File: src/rtl/regfile_scb.sv
// ============================================================================
// Module      : regfile_scb
// Description : Parametrised integer register file with a per-register busy
//               scoreboard, a valid/ready issue port, a flush input and a
//               multi-cycle clear sequencer. Register 0 reads as zero.
//               Optional write-to-read forwarding: REGFILE_SCB_BYPASS_EN.
// Revision    : 1.0 - initial release
// ============================================================================
`default_nettype none

module regfile_scb #(
    parameter  int XLEN = 32,
    parameter  int NREG = 32,
    parameter  int NRD  = 2,
    localparam int AW   = $clog2(NREG)
) (
    input  logic                 i_clk,
    input  logic                 i_reset,
    input  logic [NRD*AW-1:0]    i_rs_addr,
    output logic [NRD*XLEN-1:0]  o_rs_data,
    output logic [NRD-1:0]       o_rs_busy,
    input  logic [AW-1:0]        i_rd_addr,
    input  logic [XLEN-1:0]      i_rd_data,
    input  logic                 i_rd_wren,
    input  logic                 i_iss_valid,
    input  logic [AW-1:0]        i_iss_rd,
    output logic                 o_iss_ready,
    input  logic                 i_flush,
    input  logic                 i_clear,
    output logic                 o_clear_busy
);

    localparam logic [0:0]    c_ST_IDLE  = 1'b0;
    localparam logic [0:0]    c_ST_CLEAR = 1'b1;
    localparam logic [AW-1:0] c_LAST_IDX = AW'(NREG - 1);

    logic [0:0]      r_state;
    logic [0:0]      w_state_nxt;
    logic [AW-1:0]   r_clr_idx;
    logic [AW-1:0]   w_clr_idx_nxt;

    logic            w_idle;
    logic            w_clr_start;
    logic            w_wr_en;
    logic            w_iss_ready;
    logic            w_iss_acc;
    logic            w_busy_clr_all;

    logic [XLEN-1:0] w_rf [NREG];
    logic [NREG-1:0] w_busy;

    assign w_idle         = (r_state == c_ST_IDLE);
    assign w_clr_start    = w_idle && i_clear;
    // Writeback is only honoured while idle; x0 writes are dropped here
    assign w_wr_en        = i_rd_wren && w_idle && (i_rd_addr != '0);
    // A writeback to the same register in this cycle frees it for reissue
    assign w_iss_ready    = w_idle && !i_clear &&
                            ((i_iss_rd == '0) || !w_busy[i_iss_rd] ||
                             (w_wr_en && (i_rd_addr == i_iss_rd)));
    assign w_iss_acc      = i_iss_valid && w_iss_ready && (i_iss_rd != '0);
    assign w_busy_clr_all = i_flush || w_clr_start;

    assign o_iss_ready    = w_iss_ready;
    assign o_clear_busy   = (r_state == c_ST_CLEAR);

    // Sequencer state and clear index register
    always_ff @(posedge i_clk or posedge i_reset) begin
        if (i_reset) begin
            r_state   <= c_ST_IDLE;
            r_clr_idx <= '0;
        end else begin
            r_state   <= w_state_nxt;
            r_clr_idx <= w_clr_idx_nxt;
        end
    end

    // Sequencer next state: walk indices 1..NREG-1, then return to idle
    always_comb begin
        w_state_nxt   = r_state;
        w_clr_idx_nxt = r_clr_idx;
        case (r_state)
            c_ST_IDLE: begin
                if (i_clear) begin
                    w_state_nxt   = c_ST_CLEAR;
                    w_clr_idx_nxt = AW'(1);
                end
            end
            c_ST_CLEAR: begin
                if (r_clr_idx == c_LAST_IDX) begin
                    w_state_nxt   = c_ST_IDLE;
                    w_clr_idx_nxt = '0;
                end else begin
                    w_clr_idx_nxt = r_clr_idx + AW'(1);
                end
            end
            default: begin
                w_state_nxt   = c_ST_IDLE;
                w_clr_idx_nxt = '0;
            end
        endcase
    end

    assign w_rf[0]   = '0;
    assign w_busy[0] = 1'b0;

    genvar gi;
    generate
        for (gi = 1; gi < NREG; gi++) begin : g_reg
            localparam logic [AW-1:0] c_IDX = AW'(gi);
            logic [XLEN-1:0] r_data;
            logic            r_busy;

            // Data: writeback while idle, zeroed when the sequencer reaches it
            always_ff @(posedge i_clk or posedge i_reset) begin
                if (i_reset) begin
                    r_data <= '0;
                end else if (w_wr_en && (i_rd_addr == c_IDX)) begin
                    r_data <= i_rd_data;
                end else if (!w_idle && (r_clr_idx == c_IDX)) begin
                    r_data <= '0;
                end
            end

            // Busy: flush/clear-start beats issue-set, which beats writeback-clear
            always_ff @(posedge i_clk or posedge i_reset) begin
                if (i_reset) begin
                    r_busy <= 1'b0;
                end else if (w_busy_clr_all) begin
                    r_busy <= 1'b0;
                end else if (w_iss_acc && (i_iss_rd == c_IDX)) begin
                    r_busy <= 1'b1;
                end else if (w_wr_en && (i_rd_addr == c_IDX)) begin
                    r_busy <= 1'b0;
                end
            end

            assign w_rf[gi]   = r_data;
            assign w_busy[gi] = r_busy;
        end
    endgenerate

    genvar gk;
    generate
        for (gk = 0; gk < NRD; gk++) begin : g_rd
            logic [AW-1:0] w_addr;
            assign w_addr = i_rs_addr[gk*AW +: AW];
`ifdef REGFILE_SCB_BYPASS_EN
            // Forward the in-flight writeback to a matching read port
            logic w_fwd;
            assign w_fwd = w_wr_en && (i_rd_addr == w_addr);
            assign o_rs_data[gk*XLEN +: XLEN] = w_fwd ? i_rd_data : w_rf[w_addr];
            assign o_rs_busy[gk] = w_fwd ? (w_iss_acc && (i_iss_rd == w_addr))
                                         : w_busy[w_addr];
`else
            assign o_rs_data[gk*XLEN +: XLEN] = w_rf[w_addr];
            assign o_rs_busy[gk]              = w_busy[w_addr];
`endif
        end
    endgenerate

endmodule

`default_nettype wire

File: config.mk
export PLATFORM = sky130hd
export DESIGN_NAME = regfile_scb
export DESIGN_NICKNAME = d
export VERILOG_FILES = /design/src/rtl/regfile_scb.sv
export SDC_FILE = /design/constraint.sdc
export NUM_CORES = 2
export LEC_CHECK = 0
export CAP_MARGIN = 5
export CORE_ASPECT_RATIO = 1.75
export CORE_MARGIN = 10
export CORE_UTILIZATION = 50
export CTS_CLUSTER_DIAMETER = 80
export DETAILED_ROUTE_END_ITERATION = 7
export PLACE_DENSITY = 0.67
export SLEW_MARGIN = 40
export SYNTH_ARGS = -nofsm -noshare
export SYNTH_HDL_FRONTEND = slang
export SYNTH_SLANG_ARGS = --single-unit
File: constraint.sdc
create_clock -name i_clk -period 49 [get_ports i_clk]
set_input_delay 7.35 -clock i_clk [delete_from_list [all_inputs] [get_ports i_clk]]
set_output_delay 7.35 -clock i_clk [all_outputs]
set_load 0.02 [all_outputs]
==> impl_metrics.py <==
metrics = {
    "hold_path": {
        "min_to": "g_reg[26].r_data[29]",
        "hold_path_startpoint": "g_reg[26].r_data[29]",
        "min_path_cells": 1,
        "hold_path_class": "reg2reg",
    },
    "clock_network": {
        "postCtsResizedCells": 0,
        "worst_skew_pair.late_latency_ps": 720,
        "post_cts_buffers": 0,
        "clock-sinks": 1029,
        "numCtsBuffers": 99,
        "cts_hold_buf": 0,
        "cts_tree": "built",
        "cts_root_buffer": "clkbuf_16",
        "htree_levels": 3,
        "clk_path_buf_depth": 3,
        "clkTransAtPathRegs_ps": 60,
    },
    "sta": {
        "skew_ps": 33.0,
        "setup-tns-final_ps": 0,
        "relSlewSlack": 0.346,
        "timing.fmax_mhz": 54.0,
        "final_hold_viol_count": 0,
        "finalSetupViolCount": 0,
        "rsz0062_at_grt": "false",
        "slew_viol_final": 0,
        "finalCritPeriodShare": 0.378,
        "post-route-min-period_ps": 18510,
        "worst_pin_slew_ps": 981,
    },
    "logic_synthesis": {
        "ys_seq_area_frac": 0.480,
        "synth.cell_area_um2": 53600,
        "synth_xor_area_frac": 0.000817,
        "avgSynthCellArea_um2": 15.1,
        "synthMuxAreaShare": 0.281,
        "synth_nets": 3615,
        "synth-simple-area-share": 0.0134,
        "synth_warnings": 0,
        "ys_ff_latch": 1029,
        "synthCells": 3551,
        "synth_adder_area_share": 0.00140,
        "synth.top_cell.area_share": 0.480,
        "synth_top_family_by_area": "multiplexers",
        "synth_area_leader_cell": "dfrtp_1",
        "synthTopCellsByArea": "dfrtp_1 (48%), mux4_2 (25%), a22o_1 (17%)",
        "synth-compound-area-share": 0.185,
        "synthDistinctLibCells": 48,
    },
    "setup_path": {
        "cp-end-kind": "output pin",
        "cp.arrival_ps": 11160,
        "rr_endpoint": "g_reg[10].r_data[6]",
        "cp_slowest_cell": "buf_6",
        "startpoint_type": "input port",
        "path_buf_inv": 5,
        "r2r_start": "o_clear_busy",
        "ff2ff_path_depth": 8,
        "cp_slowest_stage_delay_ps": 600,
        "crit_path_frequent_cell": "mux4_2",
        "required_ps": 41650,
        "rrSetupSlack_ps": 45150,
        "worstPathCellList": "buf_8 -> buf_12 -> buf_16 -> buf_6 -> mux4_2 -> mux4_2 -> mux2_2 -> clkdlybuf4s50_1",
        "crit_fanout": 62,
        "crit_family": "buffers and inverters",
        "worst-setup-path-type": "in2out",
    },
    "placed_design": {
        "placed_area_um2": 56100,
        "gp_congestion": 0.872,
        "hpwl_um": 109000,
        "portBuffers": 125,
    },
    "cells_and_area": {
        "layout-drive-gt1-share": 0.319,
        "design_area_um2": 59600,
        "nFillCells": 8247,
        "area_growth_pct": 11.2,
        "final_nets": 3486,
    },
    "floorplanning": {
        "die_x_um": 268,
        "start_util": 0.505,
        "core_area_um2": 106000,
        "io_pins": 126,
        "die_h_um": 453,
        "die-area_um2": 121000,
        "rows": 158,
    },
    "route": {
        "ant_nets": 0,
        "drt_pass1_iterations": 8,
        "wl_per_cell_um": 41.6,
        "via_per_inst": 8.18,
        "drc": 0,
        "dr.first_iter.drc_count": 5668,
        "vias": 39900,
        "drt-total-wl_um": 203000,
    },
    "power_and_ir_drop": {
        "p_leak_uw": 0.0258,
        "ir_worst_vdd_uv": 35.3,
        "p_per_area_nw_per_um2": 40.7,
    },
    "global_route": {
        "antenna_found_initial": 8,
        "grt_max_degree": 113,
        "grt_usage": 0.337,
        "grt_pass1_wl_um": 296000,
        "grt_overflow_total": 0,
        "grt_pass1_vias": 41400,
    },
    "flow_run": {
        "maxCapViolations": 0,
    },
    "status": {
        "outcome": "completed",
    },
}
[area by class of cell]
class | count | area, um2 | share of cell area
timing repair buffer | 244 | 2390 | 0.0401
clock inverter | 39 | 442 | 0.00741
antenna | 14 | 35.0 | 0.000588
tap | 1360 | 1700 | 0.0286
sequential | 1029 | 25700 | 0.432
multi-input combinational | 2041 | 26400 | 0.443
inverter | 7 | 38.8 | 0.000651
clock buffer | 143 | 2840 | 0.0476
[through the flow]
| step | utilization | setup WS [ps] | power [uW] | cells | hold slack, ps |
|---|---|---|---|---|---|
| after floorplan | - | 12690 | 1420 | 3551 | 477 |
| final | 0.561 | 30490 | 2420 | 4877 | 520 |
| after global routing | 0.561 | 30290 | 2490 | 4864 | 529 |
| after CTS | 0.560 | 29890 | 2420 | 4858 | 518 |
| after global placement | 0.527 | 29700 | 1600 | 4665 | 494 |
| after detailed placement | 0.529 | 29900 | 1620 | 4676 | 497 |
[synthesized netlist by cell type, drive strengths merged]
| cell | count |
|---|---|
| a22o | 1057 |
| dfrtp | 1029 |
| mux4 | 597 |
| clkbuf | 363 |
| mux2 | 134 |
| buf | 111 |
| nor2 | 39 |
| nand2 | 37 |
| a21oi | 34 |
| o2bb2ai | 16 |
| and3 | 14 |
| o31ai | 14 |
| mux2i | 11 |
| nand2b | 11 |
| nor2b | 9 |
| nand3 | 8 |
| o211ai | 8 |
| inv | 7 |
| nand3b | 7 |
| ha | 6 |
| o21ai | 6 |
| nor3 | 5 |
| xnor2 | 5 |
| and2 | 4 |
| o32ai | 3 |
| nor4 | 2 |
| nor4b | 2 |
| o22ai | 2 |
| or2 | 2 |
| a211o | 1 |
| a211oi | 1 |
| a31oi | 1 |
| a41oi | 1 |
| nand4 | 1 |
| nand4b | 1 |
| o2111ai | 1 |
| or3 | 1 |
[metal layers]
metal / up-vias / track usage / part of all wire
met1: 21100 / 0.410 / 0.33
met3: 906 / 0.111 / 0.13
met4: 8 / 0.227 / 0.072
li1: 14400 / - / -
met2: 3566 / 0.506 / 0.46
met5: - / 0 / 0.00024
[state kept, by name, summed over array words and instances (netlist names)]
signal,flops
g.r_data,992
r_clr_idx,5
g.r_busy,31
o_clear_busy,1
[worst register-to-register path, cell delays in order, from the launching register on]
cell,delay [ps]
dfrtp_1,650
nor2b_1,430
nor2b_1,320
nand3b_1,380
nor2_4,670
buf_4,590
a21oi_4,40
buf_4,370
a22o_1,300
[cells in the final DEF (no fill, tap or decap), drive strengths merged, types with 2 or more instances in the layout]
cell / count
nand2: 37
ha: 6
clkinv: 24
o211ai: 8
a21oi: 34
clkbuf: 145
dfrtp: 1029
diode: 14
nor4: 2
mux4: 597
nand3b: 7
o22ai: 2
buf: 154
nand2b: 11
clkinvlp: 5
inv: 9
mux2: 134
or2: 2
nand3: 8
nor2: 39
mux2i: 11
a22o: 1057
and2: 4
bufinv: 8
nor3: 5
clkdlybuf4s50: 88
o21ai: 6
o31ai: 14
nor4b: 2
and3: 14
o2bb2ai: 16
o32ai: 3
xnor2: 5
nor2b: 9
[worst max path at each step]
stage / cells after the start / slack (ps) / end / startpoint
finish: 8 / 30490 / o_rs_data[23] / i_rs_addr[0]
global route: 8 / 30290 / o_rs_data[20] / i_rs_addr[0]
CTS: 8 / 29890 / o_rs_data[20] / i_rs_addr[1]
detailed placement: 8 / 29900 / o_rs_data[20] / i_rs_addr[1]
global placement: 9 / 29700 / o_rs_data[50] / i_rs_addr[5]
floorplan: 1 / 12690 / g_reg[10].r_busy / i_reset
[logic make-up (layout without fill, tap and decap cells)]
| family | count (synthesis) | after routing |
|---|---|---|
| flops | 1029 | 1029 |
| fa+ha+maj | 6 | 6 |
| buf+inv | 481 | 433 |
| compound gates | 1145 | 1145 |
| simple gates | 143 | 143 |
| mux | 742 | 742 |
| xor+xnor | 5 | 5 |
| other cells | 0 | 14 |
[where the power goes]
group / leakage, uW / internal, uW / switching (uW)
clock network: 0.00161 / 446 / 352
registers: 0.0142 / 973 / 107
logic: 0.0100 / 264 / 283
total: 0.0258 / 1680 / 741
No activity file was read; power rests on OpenSTA's default activity.
